$ cat src/rtl/boot_pkg.sv
// Shared types and constants for the UART boot loader.
// Optional feature: BOOT_CHECKSUM_EN adds a trailing XOR checksum byte (CSUM state).
package boot_pkg;

  localparam logic [7:0]  BOOT_HEADER = 8'hA5;
  localparam int unsigned ADDR_BYTES  = 4;
  localparam int unsigned LEN_BYTES   = 2;

  typedef enum logic [2:0] {
    ST_IDLE,
    ST_ADDR,
    ST_LEN,
    ST_DATA,
    ST_WRITE,
`ifdef BOOT_CHECKSUM_EN
    ST_CSUM,
`endif
    ST_DONE
  } boot_state_e;

  typedef enum logic [1:0] {
    RX_IDLE,
    RX_START,
    RX_DATA,
    RX_STOP
  } rx_state_e;

endpackage

$ cat src/rtl/uart_boot_loader_if.sv
// System bus write port driven by the boot loader.
//   bus_en_o      one-cycle write request
//   bus_rdwr_o    1 = write (mirrors bus_en_o)
//   bus_mask_o    byte mask, 4'b1111 during writes
//   bus_addr_o    word-aligned address
//   bus_wr_data_o write data
interface uart_boot_loader_if;
  logic        bus_en_o;
  logic        bus_rdwr_o;
  logic [3:0]  bus_mask_o;
  logic [31:0] bus_addr_o;
  logic [31:0] bus_wr_data_o;

  modport master (output bus_en_o, bus_rdwr_o, bus_mask_o, bus_addr_o, bus_wr_data_o);
  modport slave  (input  bus_en_o, bus_rdwr_o, bus_mask_o, bus_addr_o, bus_wr_data_o);
endinterface

$ cat src/rtl/boot_uart_rx.sv
// 8N1 UART receiver: 2-flop synchronizer, start-bit recheck at half bit,
// center sampling of data and stop bits.
//   clk, rst_n   clock, synchronous active-low reset
//   rxd_i        asynchronous serial input, idle high
//   byte_o       received byte (stable while valid_o is high)
//   valid_o      one-cycle pulse, 1 cycle after a good stop-bit sample
//   frame_err_o  one-cycle pulse, 1 cycle after a stop bit sampled low
module boot_uart_rx
  import boot_pkg::*;
#(
  parameter int unsigned CLKS_PER_BIT = 868
) (
  input  logic       clk,
  input  logic       rst_n,
  input  logic       rxd_i,
  output logic [7:0] byte_o,
  output logic       valid_o,
  output logic       frame_err_o
);

  localparam int unsigned CW = $clog2(CLKS_PER_BIT);

  logic          sync1_q, sync2_q;
  rx_state_e     state_q, state_d;
  logic [CW-1:0] cnt_q, cnt_d;
  logic [2:0]    idx_q, idx_d;
  logic [7:0]    sh_q, sh_d;
  logic          valid_d, ferr_d;

  // Synchronizer and state registers
  always_ff @(posedge clk) begin
    if (!rst_n) begin
      sync1_q     <= 1'b1;
      sync2_q     <= 1'b1;
      state_q     <= RX_IDLE;
      cnt_q       <= '0;
      idx_q       <= '0;
      sh_q        <= '0;
      valid_o     <= 1'b0;
      frame_err_o <= 1'b0;
    end else begin
      sync1_q     <= rxd_i;
      sync2_q     <= sync1_q;
      state_q     <= state_d;
      cnt_q       <= cnt_d;
      idx_q       <= idx_d;
      sh_q        <= sh_d;
      valid_o     <= valid_d;
      frame_err_o <= ferr_d;
    end
  end

  // Bit timing and deserializer
  always_comb begin
    state_d = state_q;
    cnt_d   = cnt_q + CW'(1);
    idx_d   = idx_q;
    sh_d    = sh_q;
    valid_d = 1'b0;
    ferr_d  = 1'b0;
    case (state_q)
      RX_IDLE: begin
        cnt_d = '0;
        if (!sync2_q) state_d = RX_START;
      end
      RX_START: begin
        // Glitch filter: line must still be low at mid start bit
        if (cnt_q == CW'(CLKS_PER_BIT / 2 - 1)) begin
          cnt_d   = '0;
          idx_d   = '0;
          state_d = sync2_q ? RX_IDLE : RX_DATA;
        end
      end
      RX_DATA: begin
        if (cnt_q == CW'(CLKS_PER_BIT - 1)) begin
          cnt_d = '0;
          sh_d  = {sync2_q, sh_q[7:1]};
          idx_d = idx_q + 3'd1;
          if (idx_q == 3'd7) state_d = RX_STOP;
        end
      end
      RX_STOP: begin
        if (cnt_q == CW'(CLKS_PER_BIT - 1)) begin
          cnt_d   = '0;
          valid_d = sync2_q;
          ferr_d  = !sync2_q;
          state_d = RX_IDLE;
        end
      end
      default: state_d = RX_IDLE;
    endcase
  end

  assign byte_o = sh_q;

endmodule

$ cat src/rtl/uart_boot_loader.sv
// UART boot loader: parses A5 | ADDR[4] | LEN[2] | data[LEN*4] (| CSUM) frames
// and writes each word to memory over the system bus.
// Optional feature macro: BOOT_CHECKSUM_EN (trailing XOR checksum byte).
//   clk, rst_n     clock, synchronous active-low reset
//   uart_rxd_i     serial input, 8N1, idle high
//   bus            system bus write port (master modport)
//   boot_active_o  frame in progress
//   done_o         one-cycle pulse on successful frame completion
//   err_o          sticky error, cleared when the next header is accepted
module uart_boot_loader
  import boot_pkg::*;
#(
  parameter int unsigned CLKS_PER_BIT   = 868,
  parameter int unsigned TIMEOUT_CYCLES = 1_000_000
) (
  input  logic                 clk,
  input  logic                 rst_n,
  input  logic                 uart_rxd_i,
  uart_boot_loader_if.master   bus,
  output logic                 boot_active_o,
  output logic                 done_o,
  output logic                 err_o
);

  localparam int unsigned TW = $clog2(TIMEOUT_CYCLES + 1);
`ifdef BOOT_CHECKSUM_EN
  localparam boot_state_e ST_TAIL = ST_CSUM;
`else
  localparam boot_state_e ST_TAIL = ST_DONE;
`endif

  logic [7:0]  rx_byte;
  logic        rx_valid, rx_ferr;

  boot_state_e state_q, state_d;
  logic [1:0]  bcnt_q, bcnt_d;
  logic [31:0] addr_q, addr_d;
  logic [15:0] len_q, len_d;
  logic [31:0] word_q, word_d;
  logic [TW-1:0] tcnt_q, tcnt_d;
  logic        en_q, en_d;
  logic        active_d, done_d, err_d;
`ifdef BOOT_CHECKSUM_EN
  logic [7:0]  csum_q, csum_d;
`endif

  boot_uart_rx #(.CLKS_PER_BIT(CLKS_PER_BIT)) u_rx (
    .clk         (clk),
    .rst_n       (rst_n),
    .rxd_i       (uart_rxd_i),
    .byte_o      (rx_byte),
    .valid_o     (rx_valid),
    .frame_err_o (rx_ferr)
  );

  // State, datapath and output registers
  always_ff @(posedge clk) begin
    if (!rst_n) begin
      state_q       <= ST_IDLE;
      bcnt_q        <= '0;
      addr_q        <= '0;
      len_q         <= '0;
      word_q        <= '0;
      tcnt_q        <= '0;
      en_q          <= 1'b0;
      boot_active_o <= 1'b0;
      done_o        <= 1'b0;
      err_o         <= 1'b0;
`ifdef BOOT_CHECKSUM_EN
      csum_q        <= '0;
`endif
    end else begin
      state_q       <= state_d;
      bcnt_q        <= bcnt_d;
      addr_q        <= addr_d;
      len_q         <= len_d;
      word_q        <= word_d;
      tcnt_q        <= tcnt_d;
      en_q          <= en_d;
      boot_active_o <= active_d;
      done_o        <= done_d;
      err_o         <= err_d;
`ifdef BOOT_CHECKSUM_EN
      csum_q        <= csum_d;
`endif
    end
  end

  // Frame parser; outputs are registered from the next state so they line up with it
  always_comb begin
    state_d = state_q;
    bcnt_d  = bcnt_q;
    addr_d  = addr_q;
    len_d   = len_q;
    word_d  = word_q;
    err_d   = err_q_hold();
    tcnt_d  = (state_q == ST_IDLE || rx_valid) ? '0 : tcnt_q + TW'(1);
`ifdef BOOT_CHECKSUM_EN
    csum_d  = csum_q;
    if (rx_valid && (state_q == ST_ADDR || state_q == ST_LEN || state_q == ST_DATA))
      csum_d = csum_q ^ rx_byte;
`endif
    case (state_q)
      ST_IDLE: begin
        if (rx_valid && rx_byte == BOOT_HEADER) begin
          state_d = ST_ADDR;
          bcnt_d  = '0;
          err_d   = 1'b0;
`ifdef BOOT_CHECKSUM_EN
          csum_d  = '0;
`endif
        end
      end
      ST_ADDR: begin
        if (rx_valid) begin
          bcnt_d = bcnt_q + 2'd1;
          if (bcnt_q == 2'(ADDR_BYTES - 1)) begin
            // Last byte: force word alignment
            addr_d  = {rx_byte, addr_q[31:10], 2'b00};
            bcnt_d  = '0;
            state_d = ST_LEN;
          end else begin
            addr_d = {rx_byte, addr_q[31:8]};
          end
        end
      end
      ST_LEN: begin
        if (rx_valid) begin
          len_d  = {rx_byte, len_q[15:8]};
          bcnt_d = bcnt_q + 2'd1;
          if (bcnt_q == 2'(LEN_BYTES - 1)) begin
            bcnt_d  = '0;
            state_d = ({rx_byte, len_q[15:8]} == 16'd0) ? ST_TAIL : ST_DATA;
          end
        end
      end
      ST_DATA: begin
        if (rx_valid) begin
          word_d = {rx_byte, word_q[31:8]};
          bcnt_d = bcnt_q + 2'd1;
          if (bcnt_q == 2'd3) begin
            bcnt_d  = '0;
            state_d = ST_WRITE;
          end
        end
      end
      ST_WRITE: begin
        addr_d  = addr_q + 32'd4;
        len_d   = len_q - 16'd1;
        state_d = (len_q == 16'd1) ? ST_TAIL : ST_DATA;
      end
`ifdef BOOT_CHECKSUM_EN
      ST_CSUM: begin
        if (rx_valid) begin
          if (rx_byte == csum_q) begin
            state_d = ST_DONE;
          end else begin
            state_d = ST_IDLE;
            err_d   = 1'b1;
          end
        end
      end
`endif
      ST_DONE: state_d = ST_IDLE;
      default: state_d = ST_IDLE;
    endcase
    // Framing error or inter-byte timeout aborts any frame in progress
    if (state_q != ST_IDLE && (rx_ferr || tcnt_d == TW'(TIMEOUT_CYCLES))) begin
      state_d = ST_IDLE;
      err_d   = 1'b1;
    end
    active_d = (state_d != ST_IDLE);
    en_d     = (state_d == ST_WRITE);
    done_d   = (state_d == ST_DONE);
  end

  function automatic logic err_q_hold();
    return err_o;
  endfunction

  assign bus.bus_en_o      = en_q;
  assign bus.bus_rdwr_o    = en_q;
  assign bus.bus_mask_o    = {4{en_q}};
  assign bus.bus_addr_o    = addr_q;
  assign bus.bus_wr_data_o = word_q;

endmodule

$ cat src/flat_wrapper.sv
// flat-port wrapper written by rule: the top's interface ports become plain ports
module uart_boot_loader_flat import boot_pkg::*;
#(
  parameter int unsigned CLKS_PER_BIT   = 868,
  parameter int unsigned TIMEOUT_CYCLES = 1_000_000
)
  (clk, rst_n, uart_rxd_i, boot_active_o, done_o, err_o, bus_bus_en_o, bus_bus_rdwr_o, bus_bus_mask_o, bus_bus_addr_o, bus_bus_wr_data_o);
  uart_boot_loader_if bus_i ();
  input  logic clk;
  input  logic rst_n;
  input  logic uart_rxd_i;
  output logic boot_active_o;
  output logic done_o;
  output logic err_o;
  output wire logic [$bits(bus_i.bus_en_o)-1:0] bus_bus_en_o;
  output wire logic [$bits(bus_i.bus_rdwr_o)-1:0] bus_bus_rdwr_o;
  output wire logic [$bits(bus_i.bus_mask_o)-1:0] bus_bus_mask_o;
  output wire logic [$bits(bus_i.bus_addr_o)-1:0] bus_bus_addr_o;
  output wire logic [$bits(bus_i.bus_wr_data_o)-1:0] bus_bus_wr_data_o;
  assign bus_bus_en_o = bus_i.bus_en_o;
  assign bus_bus_rdwr_o = bus_i.bus_rdwr_o;
  assign bus_bus_mask_o = bus_i.bus_mask_o;
  assign bus_bus_addr_o = bus_i.bus_addr_o;
  assign bus_bus_wr_data_o = bus_i.bus_wr_data_o;
  uart_boot_loader #(.CLKS_PER_BIT(CLKS_PER_BIT), .TIMEOUT_CYCLES(TIMEOUT_CYCLES)) u_core (.clk(clk), .rst_n(rst_n), .uart_rxd_i(uart_rxd_i), .bus(bus_i), .boot_active_o(boot_active_o), .done_o(done_o), .err_o(err_o));
endmodule
$ cat config.mk
export PLATFORM = sky130hd
export DESIGN_NAME = uart_boot_loader_flat
export DESIGN_NICKNAME = d
export VERILOG_FILES = /design/src/rtl/boot_pkg.sv /design/src/rtl/uart_boot_loader_if.sv /design/src/rtl/boot_uart_rx.sv /design/src/rtl/uart_boot_loader.sv /design/src/flat_wrapper.sv
export SDC_FILE = /design/constraint.sdc
export NUM_CORES = 1
export LEC_CHECK = 0
export CAP_MARGIN = 20
export CORE_MARGIN = 1.5
export CORE_UTILIZATION = 45
export CTS_CLUSTER_DIAMETER = 30
export DETAILED_ROUTE_END_ITERATION = 7
export GPL_ROUTABILITY_DRIVEN = 0
export GPL_TIMING_DRIVEN = 0
export PLACE_DENSITY = 0.68
export REMOVE_ABC_BUFFERS = 1
export SLEW_MARGIN = 20
export SYNTH_ARGS = -nofsm -noshare
export SYNTH_HDL_FRONTEND = slang
export SYNTH_SLANG_ARGS = --single-unit
$ cat constraint.sdc
create_clock -name clk -period 2.32 [get_ports clk]
set_clock_uncertainty 0.2 [all_clocks]
set_input_delay 0.464 -clock clk [delete_from_list [all_inputs] [get_ports clk]]
set_output_delay 0.464 -clock clk [all_outputs]
set_load 0.05 [all_outputs]
==> out/metrics.csv <==
metric,value,unit
fillCellCount,1344,
ios,76,
dp_cells,1046,
synthArstFlopShare,0,%
cts_buffer_depth,2,
h-tree-depth,4,
path_max_fanout,3,
drive_above_1_share,13.2,%
first_global_vias,5582,
synthesis.area,6650,µm²
hp-class,reg2reg,
switching_share,20.0,%
violations,negative setup slack,
grt_max_degree,68,
relSlewSlack,55.5,%
die_area,15500,µm²
hold_depth,1,
worst_ep_arrival_time,2.59,ns
initial_utilization,45.9,%
ys_seq_elements,136,
drc_errors,0,
cts_tree,built,
ys_warn_count,0,
start_kind,register,
via_per_inst,5.67,
antenna_found_initial,0,
clock.fmax,399,MHz
p_switching,1.03,mW
fin_ws,-0.187,ns
ys.flop_type,dfxtp_1,
share_comb_of_total_power,1.1,%
use_met2,31.7,%
cp-end-kind,register,
ir_drop,0.000514,V
yosysUniqueCellTypes,69,
power.total,5.16,mW
worstSetupPathType,reg2reg,
synth_edf_count,0,
die_h,125,µm
dp_hpwl,10800,µm
layout.cells.non_filler,1092,
grtUsageMet3,4.77,%
place.port_buffers,75,
critPathRequiredTime,2.40,ns
cts_hold_buf,0,
grt_first_pass_wirelength,27400,µm
yosysSeqAreaShare,41.0,%
reg2reg_from,u_core.tcnt_q[0]$_SDFF_PN0_,
tightest_slew,0.665,ns
avgSynthCellArea,8.00,µm²
p_int,4.13,mW
num_rows,44,
outcome,"finished, violations left",
grt_use_met1,29.7,%
setup_viol,4,
final_hold_viol_count,0,
core_area,14500,µm²
fin_crit_sh,108,%
power_density,611,nW/µm²
wl_per_cell,15.2,µm
finalWirelength,16600,µm
r2r-end,u_core.boot_active_o$_SDFF_PN0_,
clock_sinks,136,
synthCells,831,
rrSetupSlack,-0.19,ns
min_from,u_core.u_rx.sync1_q$_SDFF_PN1_,
r2r_cells,7,
rsz0062_at_grt,yes,
grt-ovfl-total,0,
layout.nets,909,
power_leakage,3.06,nW
drv_cap,0,
cts_root_buffer,clkbuf_16,
drt_iter0_markers,355,
clk_latency,0.42,ns
groute.usage.overall,21.2,%
pwr-share-seq,45.3,%
diodes,0,
top_usage_layer,met2,
syn_to_final_growth,27.0,%
synthTopCellsByArea,"dfxtp_1, nand2_1, nor2_1, a21oi_1, o21ai_0",
p_clk_share,53.6,%
drv_slew,0,
path_clk_slew,0.05,ns
dieWidth,125,µm
num_vias,6190,
yosysTopAreaCellShare,41.0,%
period_needed,2.51,ns
ant_nets,0,
synth_area_leader_cell,dfxtp_1,
whs_endpoint,u_core.u_rx.sync2_q$_SDFF_PN1_,
cts_buffers,17,
dr.pass1.iters,5,
[through the flow]
step	area, µm²	hold slack, ns	setup slack, ns	TNS, ns	util (%)
global placement	7420	0.194	-2.77	-198.61	51.2
CTS	8280	0.207	-0.185	-1.40	57.2
global route	8440	0.223	-0.297	-1.24	58.3
finish	8440	0.206	-0.187	-0.645	58.3
floorplan	6440	0.186	-1.04	-33.22	-
detailed placement	7520	0.194	-0.618	-41.05	52.0
[registers in the layout, indices dropped and copies added, names as in the netlist, 2 cells and up, named ones only]
signal and cells:
u_core.bus.bus_addr_o 32, u_core.bus.bus_wr_data_o 32, u_core.tcnt_q 20, u_core.len_q 16, u_core.u_rx.cnt_q 10, u_core.u_rx.byte_o 8, u_core.state_q 3, u_core.u_rx.idx_q 3
u_core.bcnt_q 2
[worst max-delay path, cell delays in order, from the launching register on]
cell,delay [ns]
dfxtp_4,0.35
ha_4,0.23
or4bb_1,0.49
nor4_2,0.19
a21boi_2,0.21
o2111ai_2,0.18
o41ai_4,0.44
a41oi_1,0.09
[cells by family after synthesis]
| logic type | Yosys count | synth area share [%] |
|---|---|---|
| adder cells (fa/ha/maj) | 11 | 2.07 |
| buffers and inverters | 66 | 4.07 |
| flip-flops | 136 | 41.0 |
| AO/OA/AOI/OAI | 185 | 17.6 |
| XOR/XNOR | 22 | 2.90 |
| AND/OR/NAND/NOR | 395 | 29.9 |
| multiplexers | 16 | 2.50 |
[cell usage after synthesis (all sizes together), types with 4 or more instances]
library cell  instances
a311oi                4
a211oi                7
nand2               116
xor2                 11
clkbuf               41
o211ai               11
mux2                  5
a222oi                4
a21oi                70
a22oi                 5
nor3                 24
o21ai                36
nor4                 17
dfxtp               136
nor3b                 7
nand4                22
buf                   9
nand3                30
a31oi                13
mux2i                11
and2                  8
ha                   11
and4                  9
a221oi               10
or4                   6
inv                  16
xnor2                11
and3                 17
nor2                113
or3                   7
[power groups by stage]
stage	combinational, mW	sequential, mW	clock (mW)
floorplan	0.0289	2.39	0
global placement	0.0506	2.39	0
detailed placement	0.0569	2.39	0
CTS	0.0571	2.34	2.80
global route	0.0622	2.34	2.90
finish	0.0570	2.34	2.76
[layer usage]
layer / share of wire [%] / wire, µm
met1: 49 / 8120
met2: 44 / 7270
met3: 5.7 / 948
met4: 1.9 / 308
met5: 0 / 0
[cell type report]
class                   instances  area (µm²)  share of cell area, %
clock buffers                  25         526                   6.22
clock inverters                 7        87.6                   1.04
inverters                      16        62.6                  0.741
multi-input cells             629        3900                   46.2
flip-flops and latches        136        2750                   32.6
well taps                     184         230                   2.73
repair buffers                 95         881                   10.4
[cell usage in the layout, fill, tap and decap left out, types with 5 or more instances in the layout]
| cell | instances |
|---|---|
| clkbuf_16 | 17 |
| nand2_1 | 114 |
| and3_1 | 15 |
| xor2_1 | 11 |
| dlygate4sd2_1 | 35 |
| dfxtp_2 | 14 |
| clkbuf_8 | 7 |
| nor3_1 | 19 |
| and2_1 | 8 |
| buf_4 | 18 |
| nand4_1 | 21 |
| dfxtp_1 | 119 |
| inv_1 | 15 |
| nand3_1 | 24 |
| nor2_1 | 112 |
| ha_1 | 8 |
| o211ai_1 | 11 |
| a22oi_1 | 5 |
| clkdlybuf4s50_1 | 37 |
| nor4_4 | 5 |
| o21ai_0 | 35 |
| xnor2_1 | 11 |
| and4_1 | 9 |
| a21oi_1 | 70 |
| or3_1 | 7 |
| a221oi_1 | 10 |
| mux2i_1 | 11 |
| a211oi_1 | 7 |
| nor4_1 | 8 |
| a31oi_1 | 13 |
[worst max path at each step]
| stage | start | to | slack [ns] | depth (start not counted) |
|---|---|---|---|---|
| 2_1_floorplan | u_core.u_rx.valid_o$_SDFF_PN0_ | u_core.bus.bus_addr_o[2]$_SDFFE_PN0P_ | -1.04 | 5 |
| 4_1_cts | u_core.tcnt_q[0]$_SDFF_PN0_ | u_core.boot_active_o$_SDFF_PN0_ | -0.19 | 7 |
| 3_5_place_dp | u_core.state_q[0]$_SDFF_PN0_ | u_core.bus.bus_addr_o[9]$_SDFFE_PN0P_ | -0.62 | 6 |
| 5_1_grt | u_core.tcnt_q[0]$_SDFF_PN0_ | u_core.boot_active_o$_SDFF_PN0_ | -0.30 | 7 |
| 6_report | u_core.tcnt_q[0]$_SDFF_PN0_ | u_core.boot_active_o$_SDFF_PN0_ | -0.19 | 7 |
| 3_3_place_gp | u_core.u_rx.valid_o$_SDFF_PN0_ | u_core.bus.bus_addr_o[2]$_SDFFE_PN0P_ | -2.77 | 5 |
[what timing repair did]
action | CTS | global route
setup buffers | 8 | 6
pin swaps | 8 | 5
setup endpoints to repair | 129 | 41
gates resized for setup | 65 | 35
hold endpoints to repair | 0 | 0
(Power assumes the default switching activity.)
==> RTL edit 1: new RTL, config.mk and constraints unchanged <==
`word_q` no longer has a reset.
--- a/src/rtl/uart_boot_loader.sv
+++ b/src/rtl/uart_boot_loader.sv
@@ -60,7 +60,6 @@
       bcnt_q        <= '0;
       addr_q        <= '0;
       len_q         <= '0;
-      word_q        <= '0;
       tcnt_q        <= '0;
       en_q          <= 1'b0;
       boot_active_o <= 1'b0;
@@ -74,7 +73,6 @@
       bcnt_q        <= bcnt_d;
       addr_q        <= addr_d;
       len_q         <= len_d;
-      word_q        <= word_d;
       tcnt_q        <= tcnt_d;
       en_q          <= en_d;
       boot_active_o <= active_d;
@@ -84,6 +82,10 @@
       csum_q        <= csum_d;
 `endif
     end
+  end
+
+  always_ff @(posedge clk) begin
+    word_q <= word_d;
   end
 
   // Frame parser; outputs are registered from the next state so they line up with it
Function: same outputs for any inputs over 10 cycles, from zero or initial values and one cycle with rst_n low; that may be too few to reach the edited logic, so the function may still have changed.
==> RTL edit 1 against the unedited design <==
The run still ends with setup timing left; area after synthesis fell by 2.5%; sequential cell count did not move; cell area barely moved; total power fell by 1.4%; fmax rose by 5.1%; routed wire length fell by 1.3%; synthesized cell count fell by 17%; worst setup slack improved by 120 ps; critical endpoint is now u_core.state_q[1]; highest routed layer unchanged.
==> RTL edit 1: results (changes against the unedited design) <==
| Metric | Value |
|---|---|
| Post-synthesis sequential area ratio | `0.469 (was 0.410)` |
| Drt wl/cell | `16.8 microns (was 15.2 microns)` |
| Post-synth EDFFs | `32 (was 0)` |
| Dpl cell area | `7340 sq um (was 7520 sq um)` |
| Status | `complete, but fails checks (unchanged)` |
| Top post-synthesis cells by count | `dfxtp_1, nor2_1, nand2_1 (was dfxtp_1, nand2_1, nor2_1)` |
| Port bufs | `75 (unchanged)` |
| Clock Path Buffers | `2 (unchanged)` |
| Post-route setup slack | `-65.8 ps (was -187 ps)` |
| Synth area leaders | `dfxtp_1, edfxtp_1, nor2_1 (was dfxtp_1, nand2_1, nor2_1)` |
| Top_reg_cell synth | `dfxtp_1 (unchanged)` |
| Yosys warns | `0 (unchanged)` |
| Global-route wire length before repair | `26.5 mm (was 27.4 mm)` |
| Critical path arrival | `2470 ps (was 2590 ps)` |
| Num CTS Buffers | `17 (unchanged)` |
| Vias in the first global route | `5484 (was 5582)` |
| Avg Cell Area, Syn | `9.36 sq um (was 8.00 sq um)` |
| Antenna Cells | `0 (unchanged)` |
| DR iter-0 viols | `479 (was 355)` |
| Worst skew pair latency | `410 ps` |
| Fin cells | `978 (was 1092)` |
| Yosys cell types | `79 (was 69)` |
| Layout cells sized above 1 | `0.173 (was 0.132)` |
| CTS root buf | `clkbuf_16 (unchanged)` |
| Gr usage total | `0.220 (was 0.212)` |
| Dpl hpwl | `10.1 mm (was 10.8 mm)` |
| Nets | `799 (was 909)` |
| DR vias | `5806 (was 6190)` |
| Hold/Removal Path Class | `flip-flop to flip-flop (unchanged)` |
| H-tree levels | `4 (unchanged)` |
| Leak | `3.11 nW (was 3.06 nW)` |
| Critical-path maximum fanout | `8 (was 3)` |
| Failing checks | `setup timing (unchanged)` |
| Slew HR | `0.466 (was 0.555)` |
| Clock transition at the registers of the reported paths | `60 ps` |
| Initial antenna violation count | `0 (unchanged)` |
| Drt pass-1 iters | `5 (unchanged)` |
| Number of fill cells | `1177 (was 1344)` |
| Peak VDD IR | `458 uV (was 514 uV)` |
| Final setup vio count | `7 (was 4)` |
| Ys async rst share | `0 (unchanged)` |
| Maximum number of pins on one net before global-route repair | `44 (was 68)` |
| Inst Count DP | `911 (was 1046)` |
RTL edit 1: metal layers:
layer  track usage  wire, microns  share of wire
met1         0.288           7380           0.45
met2         0.345           7630           0.46
met3        0.0577           1160          0.070
met4        0.0941            253          0.015
met5             0              0              0
RTL edit 1: final cells by class:
class                      count  area share
multi-input combinational    500       0.411
clock buffer                  19      0.0513
timing repair buffer         112       0.123
clock inverter                13      0.0160
inverter                      18     0.00801
tap                          180      0.0267
sequential                   136       0.365
RTL edit 1: power breakdown:
group          leakage (nW)  internal (mW)  total, mW  switching [mW]
logic                  1.68         0.0231     0.0551          0.0320
clock network         0.284           1.66       2.62           0.956
registers              1.14           2.41       2.41         0.00388
total                  3.11           4.09       5.09           0.992
RTL edit 1: metrics by stage:
stage,hold WS (ps),setup WS [ps],setup TNS (ps),util
after floorplan,186,-1750,-39870,-
after global routing,223,-138,-829,0.603
final,209,-65.8,-243,0.603
after global placement,193,-3770,-176140,0.520
after CTS,214,-68.6,-99.7,0.588
after detailed placement,201,-792,-18870,0.525
RTL edit 1: final timing paths:
check,slack [ps],start,end,depth (start not counted)
max,-70,u_core.tcnt_q[0],u_core.state_q[1],8
min,210,u_core.u_rx.sync1_q,u_core.u_rx.sync2_q,1
max reg2reg,-70,u_core.tcnt_q[0],u_core.state_q[1],8
min reg2reg,210,u_core.u_rx.sync1_q,u_core.u_rx.sync2_q,1
RTL edit 1: cells by family (layout without fill, tap and decap cells):
kind of cell	after synthesis	after routing	synth area share
compound gates	163	163	0.179
xor+xnor	24	24	0.0324
fa+ha+maj	11	11	0.0212
buf+inv	59	162	0.0399
flops	136	136	0.469
mux	7	7	0.0131
simple gates	293	295	0.245
RTL edit 1: repair_timing:
| item | CTS | global route |
|---|---|---|
| endpoints found under the setup margin | 89 | 45 |
| gates cloned | 2 | 0 |
| pin swaps | 19 | 10 |
| hold buffers | 0 | 0 |
| resized for setup | 76 | 36 |
| setup buffers | 23 | 10 |
| hold endpoints to repair | 0 | 0 |
RTL edit 1: worst max-delay path, cell delays in order (launching register included):
cell and delay (ps):
dfxtp_4 370, ha_4 190, and4_4 210, a41oi_2 190
o21bai_1 100, a2111o_1 420, buf_6 140, o41ai_4 330
nor2_1 100
==> RTL edit 2: new RTL, config.mk and constraints unchanged <==
Made on the original files. `CLKS_PER_BIT` is set to 868 in 3 places; all go to 1736.
--- a/src/rtl/boot_uart_rx.sv
+++ b/src/rtl/boot_uart_rx.sv
@@ -8,7 +8,7 @@
 module boot_uart_rx
   import boot_pkg::*;
 #(
-  parameter int unsigned CLKS_PER_BIT = 868
+  parameter int unsigned CLKS_PER_BIT = 1736
 ) (
   input  logic       clk,
   input  logic       rst_n,
--- a/src/rtl/uart_boot_loader.sv
+++ b/src/rtl/uart_boot_loader.sv
@@ -10,7 +10,7 @@
 module uart_boot_loader
   import boot_pkg::*;
 #(
-  parameter int unsigned CLKS_PER_BIT   = 868,
+  parameter int unsigned CLKS_PER_BIT   = 1736,
   parameter int unsigned TIMEOUT_CYCLES = 1_000_000
 ) (
   input  logic                 clk,
--- a/src/flat_wrapper.sv
+++ b/src/flat_wrapper.sv
@@ -1,7 +1,7 @@
 // flat-port wrapper written by rule: the top's interface ports become plain ports
 module uart_boot_loader_flat import boot_pkg::*;
 #(
-  parameter int unsigned CLKS_PER_BIT   = 868,
+  parameter int unsigned CLKS_PER_BIT   = 1736,
   parameter int unsigned TIMEOUT_CYCLES = 1_000_000
 )
   (clk, rst_n, uart_rxd_i, boot_active_o, done_o, err_o, bus_bus_en_o, bus_bus_rdwr_o, bus_bus_mask_o, bus_bus_addr_o, bus_bus_wr_data_o);
Check against the original RTL: same outputs for any inputs over 10 cycles, from zero or initial values and one cycle with rst_n low; that may be too few to reach the edited logic, so the function may still have changed.
==> RTL edit 2 against the unedited design <==
The run still ends with setup timing left; worst setup slack gained 140 ps; combinational power grew 8.1%; area after synthesis shrank 0.43%; routed wire length grew 12%; sequential cell count grew 1; total power shrank 2.2%; cell area grew 3.2%; count of clock-buffer cells in the layout shrank 7; first-iteration DRC count grew 42%; critical path type unchanged; critical endpoint is now u_core.state_q[0].
==> RTL edit 2: results (changes against the unedited design) <==
| Metric | Value |
|---|---|
| RR Endpoint | `u_core.state_q[0] (was u_core.boot_active_o)` |
| Met3 Track Usage GR | `0.0515 (was 0.0477)` |
| Worst-margin pin slew | `725 ps (was 665 ps)` |
| Global-route wire length before repair | `29.3 mm (was 27.4 mm)` |
| Inverter count | `13 (was 16)` |
| Post-route setup slack | `-44.3 ps (was -187 ps)` |
| Comb_multi_in | `623 (was 629)` |
| DR vias | `6569 (was 6190)` |
| Maximum number of pins on one net before global-route repair | `63 (was 68)` |
| Resize count post-CTS | `83 (was 65)` |
| Vias in the first global route | `5702 (was 5582)` |
| ClkCell Share | `0.0665 (was 0.0726)` |
| DR iter-0 viols | `504 (was 355)` |
| Dpl cell area | `7430 sq um (was 7520 sq um)` |
| Pre-CTS WS | `-792 ps (was -618 ps)` |
| R2R cell count | `8 (was 7)` |
| WL met1 | `8.13 mm (was 8.12 mm)` |
| Post-route setup TNS | `-114 ps (was -645 ps)` |
| Vias per cell | `5.93 (was 5.67)` |
| Mapped Cells | `820 (was 831)` |
| Layout cells sized above 1 | `0.173 (was 0.132)` |
| Failing checks | `setup timing (unchanged)` |
| Number of fill cells | `1254 (was 1344)` |
| Critical-path maximum fanout | `5 (was 3)` |
| Final setup vio count | `3 (was 4)` |
| Repair and plain buffers | `118 (was 95)` |
| Top post-synthesis cells by count | `dfxtp_1, nand2_1, nor2_1 (unchanged)` |
| Peak VDD IR | `532 uV (was 514 uV)` |
| Int Pwr | `3.94 mW (was 4.13 mW)` |
| Area Growth Syn to Fin | `31.6% (was 27.0%)` |
| Status | `complete, but fails checks (unchanged)` |
| Core area | `14400 sq um (was 14500 sq um)` |
| Data buffer area share | `0.126 (was 0.104)` |
| Critical path arrival | `2460 ps (was 2590 ps)` |
| Hold Slack | `211 ps (was 206 ps)` |
| Yosys cell types | `72 (was 69)` |
| Post-synthesis sequential area ratio | `0.414 (was 0.410)` |
| Met3 Routed Length | `1.21 mm (was 948 microns)` |
| # clk buffers | `18 (was 25)` |
| Seq/total area | `0.321 (was 0.326)` |
| Drt wl/cell | `16.8 microns (was 15.2 microns)` |
| Nets | `923 (was 909)` |
-- RTL edit 2: cell types whose count changed after synthesis, moves of 5 or more --
cell,unedited run,this run
nor2_1,113,93
a311oi_1,4,15
o21ai_0,36,47
nand4_1,21,14
a31oi_1,13,6
xor2_1,11,16
o211ai_1,11,3
a221oi_1,10,5
a211oi_1,7,13
and4_1,9,4
-- RTL edit 2: cell families (layout without fill, tap and decap cells) --
| group | count (synthesis) | count (layout) | synth area share |
|---|---|---|---|
| buf+inv | 66 | 163 | 0.0427 |
| simple gates | 374 | 380 | 0.283 |
| mux | 13 | 13 | 0.0204 |
| xor+xnor | 26 | 26 | 0.0344 |
| compound gates | 194 | 194 | 0.186 |
| flops | 137 | 137 | 0.414 |
| fa+ha+maj | 10 | 10 | 0.0189 |
-- RTL edit 2: worst max-delay path, stage by stage (launching register included) --
cell and delay [ps]:
dfxtp_4 370, buf_4 140, buf_4 120, nand4_1 120, or3_1 390, a211oi_2 220, nand4_1 190, o41ai_4 430
nor2_1 70
